`config.mk`:
```
export PLATFORM = sky130hd
export DESIGN_NAME = i2c_target_rx
export DESIGN_NICKNAME = d
export VERILOG_FILES = /design/src/rtl/i2c_target_rx_pkg.sv /design/src/rtl/i2c_sync_edge.sv /design/src/rtl/i2c_target_rx.sv
export SDC_FILE = /design/constraint.sdc
export NUM_CORES = 1
export LEC_CHECK = 0
export ABC_AREA = 0
export CORE_ASPECT_RATIO = 1.75
export CORE_MARGIN = 2
export CORE_UTILIZATION = 45
export CTS_BUF_LIST = sky130_fd_sc_hd__clkbuf_16
export DETAILED_ROUTE_END_ITERATION = 16
export PLACE_DENSITY_LB_ADDON = 0.08
export SLEW_MARGIN = 10
export SYNTH_ARGS = -nofsm -noshare
export SYNTH_HDL_FRONTEND = slang
export SYNTH_SLANG_ARGS = --single-unit
```
`constraint.sdc`:
```
create_clock -name Clk -period 2.6 [get_ports Clk]
set_clock_uncertainty 0.15 [all_clocks]
set_input_delay 0.78 -clock Clk [delete_from_list [all_inputs] [get_ports Clk]]
set_output_delay 0.78 -clock Clk [all_outputs]
set_load 0.05 [all_outputs]
```
`src/rtl/i2c_target_rx_pkg.sv`:
```
// i2c_target_rx_pkg: shared I2C FSM encodings, ACK/NACK levels and R/W bit position
package i2c_target_rx_pkg;

    typedef enum logic [2:0] {
        ST_IDLE,
        ST_ADDR,
        ST_ADDR_ACK,
        ST_DATA,
        ST_DATA_ACK,
        ST_IGNORE
    } state_t;

    localparam logic ACK    = 1'b0;
    localparam logic NACK   = 1'b1;
    localparam int   RW_BIT = 0;

endpackage

```
`src/rtl/i2c_sync_edge.sv`:
```
// i2c_sync_edge: multi-flop synchroniser on one bus pin with rise/fall pulses
module i2c_sync_edge #(
    parameter int SYNC_STAGES = 2
) (
    input  logic Clk,
    input  logic Rst,
    input  logic D,
    output logic Q,
    output logic Rise,
    output logic Fall
);

    logic [SYNC_STAGES-1:0] chain;
    logic                   prev;

    // shift the raw pin through the chain; flops idle high like a released bus
    always_ff @(posedge Clk) begin
        if (Rst) begin
            chain <= '1;
            prev  <= 1'b1;
        end else begin
            chain <= {chain[SYNC_STAGES-2:0], D};
            prev  <= chain[SYNC_STAGES-1];
        end
    end

    assign Q    = chain[SYNC_STAGES-1];
    assign Rise = Q & ~prev;
    assign Fall = ~Q & prev;

endmodule

```
`src/rtl/i2c_target_rx.sv`:
```
// i2c_target_rx: write-only I2C target receiver with address match, ACK drive and one-entry holding register
module i2c_target_rx
    import i2c_target_rx_pkg::*;
#(
    parameter logic [6:0] ADDR        = 7'h42,
    parameter int         SYNC_STAGES = 2
) (
    input  logic       Clk,
    input  logic       Rst,
    input  logic       Scl,
    input  logic       Sda_in,
    output logic       Sda_oe,
    output logic [7:0] RxData,
    output logic       RxValid,
    input  logic       RxReady,
    output logic       Busy,
    output logic       StopDet,
    output logic       Overrun
);

    logic       scl_s, scl_rise, scl_fall;
    logic       sda_s, sda_rise, sda_fall;
    state_t     state;
    logic [2:0] bit_cnt;
    logic [6:0] shift;
    logic       ack_phase;
    logic       ack_bit;
    logic       sda_oe_r;
    logic       start_det;
    logic       stop_det;
    logic       accept;
    logic [7:0] byte_in;

    i2c_sync_edge #(.SYNC_STAGES(SYNC_STAGES)) u_scl (
        .Clk  (Clk),
        .Rst  (Rst),
        .D    (Scl),
        .Q    (scl_s),
        .Rise (scl_rise),
        .Fall (scl_fall)
    );

    i2c_sync_edge #(.SYNC_STAGES(SYNC_STAGES)) u_sda (
        .Clk  (Clk),
        .Rst  (Rst),
        .D    (Sda_in),
        .Q    (sda_s),
        .Rise (sda_rise),
        .Fall (sda_fall)
    );

    assign start_det = sda_fall & scl_s;
    assign stop_det  = sda_rise & scl_s;
    assign accept    = !RxValid || RxReady;
    assign byte_in   = {shift, sda_s};
    // reset releases the pad in the same cycle it is asserted
    assign Sda_oe    = sda_oe_r & ~Rst;

    // bus FSM: START/STOP override everything, bits shift on SCL rise, ACK drive changes on SCL fall
    always_ff @(posedge Clk) begin
        if (Rst) begin
            state     <= ST_IDLE;
            bit_cnt   <= 3'd0;
            shift     <= 7'd0;
            ack_phase <= 1'b0;
            ack_bit   <= NACK;
            sda_oe_r  <= 1'b0;
            RxData    <= 8'd0;
            RxValid   <= 1'b0;
            Busy      <= 1'b0;
            StopDet   <= 1'b0;
            Overrun   <= 1'b0;
        end else begin
            StopDet <= 1'b0;
            Overrun <= 1'b0;
            if (RxValid && RxReady)
                RxValid <= 1'b0;
            if (stop_det) begin
                state    <= ST_IDLE;
                Busy     <= 1'b0;
                StopDet  <= 1'b1;
                sda_oe_r <= 1'b0;
            end else if (start_det) begin
                state     <= ST_ADDR;
                bit_cnt   <= 3'd0;
                ack_phase <= 1'b0;
                sda_oe_r  <= 1'b0;
                Busy      <= 1'b0;
            end else begin
                case (state)
                    ST_ADDR: if (scl_rise) begin
                        shift   <= byte_in[6:0];
                        bit_cnt <= bit_cnt + 3'd1;
                        if (bit_cnt == 3'd7) begin
                            if (byte_in[7:1] == ADDR && byte_in[RW_BIT] == 1'b0) begin
                                state   <= ST_ADDR_ACK;
                                Busy    <= 1'b1;
                                ack_bit <= ACK;
                            end else begin
                                state <= ST_IGNORE;
                            end
                        end
                    end
                    ST_DATA: if (scl_rise) begin
                        shift   <= byte_in[6:0];
                        bit_cnt <= bit_cnt + 3'd1;
                        if (bit_cnt == 3'd7) begin
                            state <= ST_DATA_ACK;
                            if (accept) begin
                                RxData  <= byte_in;
                                RxValid <= 1'b1;
                                ack_bit <= ACK;
                            end else begin
                                Overrun <= 1'b1;
                                ack_bit <= NACK;
                            end
                        end
                    end
                    ST_ADDR_ACK, ST_DATA_ACK: if (scl_fall) begin
                        if (!ack_phase) begin
                            sda_oe_r  <= (ack_bit == ACK);
                            ack_phase <= 1'b1;
                        end else begin
                            sda_oe_r  <= 1'b0;
                            ack_phase <= 1'b0;
                            bit_cnt   <= 3'd0;
                            state     <= ST_DATA;
                        end
                    end
                    default: ;
                endcase
            end
        end
    end

endmodule

```
==> metrics.txt, run 1 <==
cell count after synthesis 165; r2r setup slk 0.39 ns; area fraction of the dominant cell type after synthesis 44.2%; multi-input logic area 796 sq um; slowest stage delay, CP between 0.4 and 0.5 ns; Seq. cell area 681 sq um; EDFF count, synth 0; Die Ht 81.4 microns; period utilization between 90% and 100%; GR Layer Usage met1 18.7%; core area approximately 3300 sq um; leakage 0.691 nW; post-DP HPWL 2.45 mm; vias in the first global route 1238; Final Critical Period 2.51 ns; CTS buffer count 5; Mapped Nets 173; Critical Path, Cell by Cell clkdlybuf4s50_1 -> nor2b_2 -> buf_12; RSZ-0062 raised after global routing no; cell accounting for the most synthesized area dfxtp_1; top cells by area, synth dfxtp_1, mux2i_1, nor2_1; met3 Track Usage GR 4.22%; Post CTS Setup Buffer Count 0; die width 48.2 microns; critical path class primary input to output pin; Slowest-stage cell, CP clkdlybuf4s50_1; CTS tree built; HP Class register to register; Residual DRC 0; Top Usage Layer GRT met2; Vias 1208; Setup crit start kind primary input; IO Count 18; DRT iter0 DRCs 32; PD cells 597 nW/um^2; CTS H-Tree Depth 2; Total Wirelength roughly 3.3 mm; maximum clock frequency 399 MHz; CP Max Fanout 2; WL/cell 14.6 microns; final worst slack 0.0917 ns; outcome finished, final reports clean; most instantiated library cell after synthesis dfxtp_1; Placement Setup Slack 0.00140 ns; worst rel slew slack around 62%; Skew-Pair Late Insertion Delay roughly 0.28 ns; fraction of registers with async set/reset 0%; clk sink count 34; largest net degree at the start of global routing 31; GP Congestion approximately 0.93; Yosys warning total 0; Final Hold Viols 0; # diodes 0; Cell Area, Synth about 1500 sq um; VDD IR max 0.728 mV; reg2reg path depth 4; filler cell count 303; row cnt 28; Max-cap violations 0; mean post-synth cell area ~9.3 sq um; Final #Nets 191; Primary FF master, synth dfxtp_1; WHS Path Cells 1; first-pass GRT wire length around 5.3 mm; commonest cells in the netlist dfxtp_1, nor2_1, nand2_1; initial antenna violation count 0; GR Util met2 about a third; clk root buf clkbuf_16; Final TNS setup 0 ns; #FFs+latches synth 34; worst path arrival time 1.58 ns; worst-margin pin slew 0.563 ns; CP Capture Type output pin; max-slew violations 0; Setup violations, final 0; clock slew seen by the registers of the worst setup and hold paths 0.05 ns; GRT Residual Overflow 0; share of cells above drive strength 1 between 10% and 20%; DR pass1 iterations 4; Data required, critical path 1.67 ns; DRT antenna net count 0; die area 3930 sq um; initial core utilization 46.3%; PortBufs 17; post-synthesis sequential area ratio 44.2%; vias per cell 5.28; Clock Tree Buf Depth 2; GRT Util Overall 19.3%; Area Overhead vs Synth 24.1%; count of cell types in the netlist 39
## critical path, delay by kind of cell
kind / cells / cell delay (ns)
buffers and inverters: 2 / 0.61
AND/OR/NAND/NOR: 1 / 0.19
## sequential cells by signal (all words and copies together) (netlist names), 2 cells and up
register and count:
RxData 8, bit_cnt 3, shift 7, state 3, u_scl.chain 2, u_sda.chain 2
## timing repair
item	CTS	global route
endpoints found under the setup margin	1	0
gates resized for setup	1	0
hold buffers	0	0
## cells by family (layout without fill, tap and decap cells)
logic type	Yosys count	after routing	synth area share, %
DFF	34	34	44.2
buffers and inverters	14	33	4.30
muxes	14	14	9.10
adders and majority gates	3	3	2.44
AOI/OAI and AO/OA	25	25	11.8
and+or+nand+nor	71	71	25.4
xor gates and xnor gates	4	4	2.76
## placed cells by master, fill, tap and decap left out, types with 2 or more instances in the layout
master	count
xnor2_1	2
nand3_1	7
a211oi_1	2
mux2i_1	14
buf_12	2
dfxtp_1	34
a211o_1	2
nand2b_1	3
clkbuf_16	5
inv_1	4
a2111oi_0	2
buf_4	3
ha_1	3
or2_2	7
nor2_1	19
a22oi_1	2
nand3b_1	3
nor2b_1	2
clkdlybuf4s50_1	16
a21oi_1	10
and2_1	2
o21ai_0	3
nand2_1	16
nor4_1	2
## worst paths after layout
check,startpoint,to
worst min register to register,u_sda.chain[0],u_sda.chain[1]
worst min-delay path,u_sda.chain[0],u_sda.chain[1]
worst max-delay path,Rst,Sda_oe
worst max register to register,u_scl.chain[1],state[2]
## routing by layer
| layer | share of wire (%) | vias up | routed length [microns] |
|---|---|---|---|
| met5 | 0 | - | 0 |
| met4 | 3.5 | 0 | 116 |
| met3 | 2.6 | 11 | 88 |
| met2 | 55 | 21 | 1850 |
| met1 | 39 | 571 | 1290 |
| li1 | - | 605 | - |
## stage by stage
step                      utilization [%]  cell area [sq um]  instances  hold WS [ns]  total power (W)
after global routing                 57.4               1910        229         0.265          0.00118
after CTS                            57.4               1910        229         0.254          0.00116
after floorplan                         -               1540        165         0.239         0.000573
after detailed placement             53.1               1770        221         0.244         0.000589
final                                57.4               1910        229         0.253          0.00114
after global placement               53.1               1770        221         0.241         0.000588
## power breakdown
group	internal (W)	total, W	switching (W)	leakage [nW]
sequential	0.000527	0.000536	0.00000860	0.275
clock	0.000349	0.000563	0.000214	0.0672
combinational	0.0000191	0.0000419	0.0000228	0.349
## final cells by class
cell class | instances | area share (%)
flip-flops and latches | 34 | 35.6
multi-input cells | 117 | 41.6
well taps | 45 | 2.95
clock inverters | 3 | 0.851
inverters | 4 | 0.785
clock buffers | 5 | 6.54
repair buffers | 21 | 11.6
(Power assumes the default switching activity.)
==> run 2, diff against run 1 <==
CTS_BUF_LIST = unset   (was sky130_fd_sc_hd__clkbuf_16)
HOLD_SLACK_MARGIN = 0.02   (was unset)
==> run 2 against run 1 <==
  * Via count grew 0.83%
  * Highest routed layer unchanged
  * Combinational power about the same
  * Clock power decreased by 29%
==> metrics.txt, run 2 (synthesis results as in run 1) <==
Die Ht 81.4 microns (unchanged); Hold WS 0.249 ns (-0.00350 ns); Skew-Pair Late Insertion Delay 0.28 ns (about the same); multi-input logic area 796 sq um (unchanged); worst rel slew slack 61.8% (-0.31 points); share of cells above drive strength 1 14.1% (+0.54 points); DRT iter0 DRCs 30 (-6.3%); CP Capture Type output pin; clk root buf clkbuf_8; worst path arrival time 1.58 ns (about the same); critical path class primary input to output pin; Psw 0.000221 W (-10%); GRT Residual Overflow 0 (unchanged); GRT Util Overall 19.3% (+0.050 points); Final #Nets 191 (unchanged); # diodes 0 (unchanged); most frequent cells in the layout dfxtp_1, nor2_1, nand2_1, clkdlybuf4s50_1, mux2i_1; vias per cell 5.32 (+0.83%); max reg flops 8 (unchanged); RSZ-0062 raised after global routing no; Slowest-stage cell, CP clkdlybuf4s50_1; Setup crit start kind primary input; most common cell after layout, fill and taps aside dfxtp_1; Post CTS Setup Buffer Count 0 (unchanged); DR pass1 iterations 4 (unchanged); Total Wirelength 3.29 mm (-1.3%); Area Overhead vs Synth 21.1%; maximum clock frequency 399 MHz (about the same); Final TNS setup 0 ns (unchanged); CTS tree built; WL/cell 14.4 microns (-1.3%); die width 48.2 microns (unchanged); Flop pwr share 54.7% (+7.7 points); switching share of power 22.5% (+1.0 points); Data required, critical path 1.67 ns (about the same); Critical Path, Cell by Cell clkdlybuf4s50_1 -> nor2b_2 -> buf_12; leakage 0.671 nW (-2.9%); Placement Setup Slack 0.00140 ns (unchanged); Hold-fix buffers, CTS 0 (unchanged); Residual DRC 0 (unchanged); die area 3930 sq um (unchanged); row cnt 28 (unchanged); worst-margin pin slew 0.567 ns (+0.00458 ns); Vias 1218 (+0.83%); initial core utilization 46.3% (unchanged); internal power 0.000758 W (-15%); filler cell count 304 (+0.33%); period utilization 96.5% (about the same); post-DP HPWL 2.45 mm (unchanged); GP Congestion 0.929 (unchanged); CTS buffer count 5 (unchanged); Clock Tree Buf Depth 2 (unchanged); largest registers RxData (8), shift (7); largest net degree at the start of global routing 31 (unchanged); max-slew violations 0 (unchanged); initial antenna violation count 0 (unchanged); CP Max Fanout 2 (unchanged); first-pass GRT wire length 5.26 mm (-1.0%); DRT antenna net count 0 (unchanged); CTS H-Tree Depth 2 (unchanged); vias in the first global route 1206 (-2.6%); core area 3330 sq um (unchanged); slowest stage delay, CP 0.45 ns (about the same); Setup violations, final 0 (unchanged); HP Class register to register; IO Count 18 (unchanged); PortBufs 17 (unchanged); VDD IR max 0.430 mV (-41%); Max-cap violations 0 (unchanged); Comb pwr share 4.3% (+0.6 points); clock slew seen by the registers of the worst setup and hold paths 0.07 ns (+0.02 ns); Final Hold Viols 0 (unchanged); outcome finished, final reports clean; Seq. cell area 681 sq um (unchanged); clk sink count 34 (unchanged); final worst slack 0.0913 ns (-0.000439 ns); Final Critical Period 2.51 ns (+0.000439 ns); clock share of power 41.0% (-8.3 points); Most flops, register RxData; PD cells 525 nW/um^2 (-12%)
-- run 2: cell types whose count changed in the layout (fill, tap and decap cells not counted), sizes merged --
cell | previous run | this run
clkbuf | 5 | 6
clkinv | 2 | 1
-- run 2: metrics by stage --
| stage | utilization (%) | instance area [sq um] | std cells | total power [W] |
|---|---|---|---|---|
| after CTS | 56.1 | 1870 | 229 | 0.000997 |
| final | 56.1 | 1870 | 229 | 0.000979 |
| after floorplan | - | 1540 | 165 | 0.000573 |
| after global placement | 53.1 | 1770 | 221 | 0.000588 |
| after detailed placement | 53.1 | 1770 | 221 | 0.000589 |
| after global routing | 56.1 | 1870 | 229 | 0.00102 |
-- run 2: final cells by class --
type	count	share of cell area (%)
multi-input cells	117	42.7
inverters	4	0.805
well taps	45	3.02
flip-flops and latches	34	36.5
repair buffers	21	11.9
clock buffers	6	4.43
clock inverters	2	0.671
-- run 2: worst max-delay path: cells and delay by family --
kind | cells | cell delay (ns)
buffers and inverters | 2 | 0.61
AND/OR/NAND/NOR | 1 | 0.19
-- run 2: metal layers --
| metal | vias to the layer above | global-route usage, % | part of all wire, % | wire length (microns) |
|---|---|---|---|---|
| li1 | 606 | - | - | - |
| met2 | 20 | 33.2 | 54 | 1790 |
| met4 | 0 | 13.0 | 4.2 | 138 |
| met5 | - | 0 | 0 | 0 |
| met1 | 580 | 19.1 | 39 | 1290 |
| met3 | 12 | 4.22 | 2.3 | 76 |
-- run 2: final timing paths --
check,end,depth (start not counted),slack (ns),startpoint
setup / recovery,Sda_oe,3,0.09,Rst
hold / removal,u_sda.chain[1],1,0.25,u_sda.chain[0]
setup reg to reg,state[2],4,0.36,u_scl.chain[1]
hold reg to reg,u_sda.chain[1],1,0.25,u_sda.chain[0]
-- run 2: what timing repair did --
| item | 4_1_cts | 5_1_grt |
|---|---|---|
| endpoints found under the hold margin | 0 | 0 |
| resized for setup | 1 | 0 |
| setup endpoints to repair | 1 | 0 |
-- run 2: power groups by stage --
stage / registers [W] / logic, W / clock network, W
finish: 0.000535 / 0.0000419 / 0.000402
global placement: 0.000547 / 0.0000414 / 0
detailed placement: 0.000547 / 0.0000422 / 0
CTS: 0.000535 / 0.0000425 / 0.000419
global route: 0.000536 / 0.0000459 / 0.000436
floorplan: 0.000541 / 0.0000327 / 0
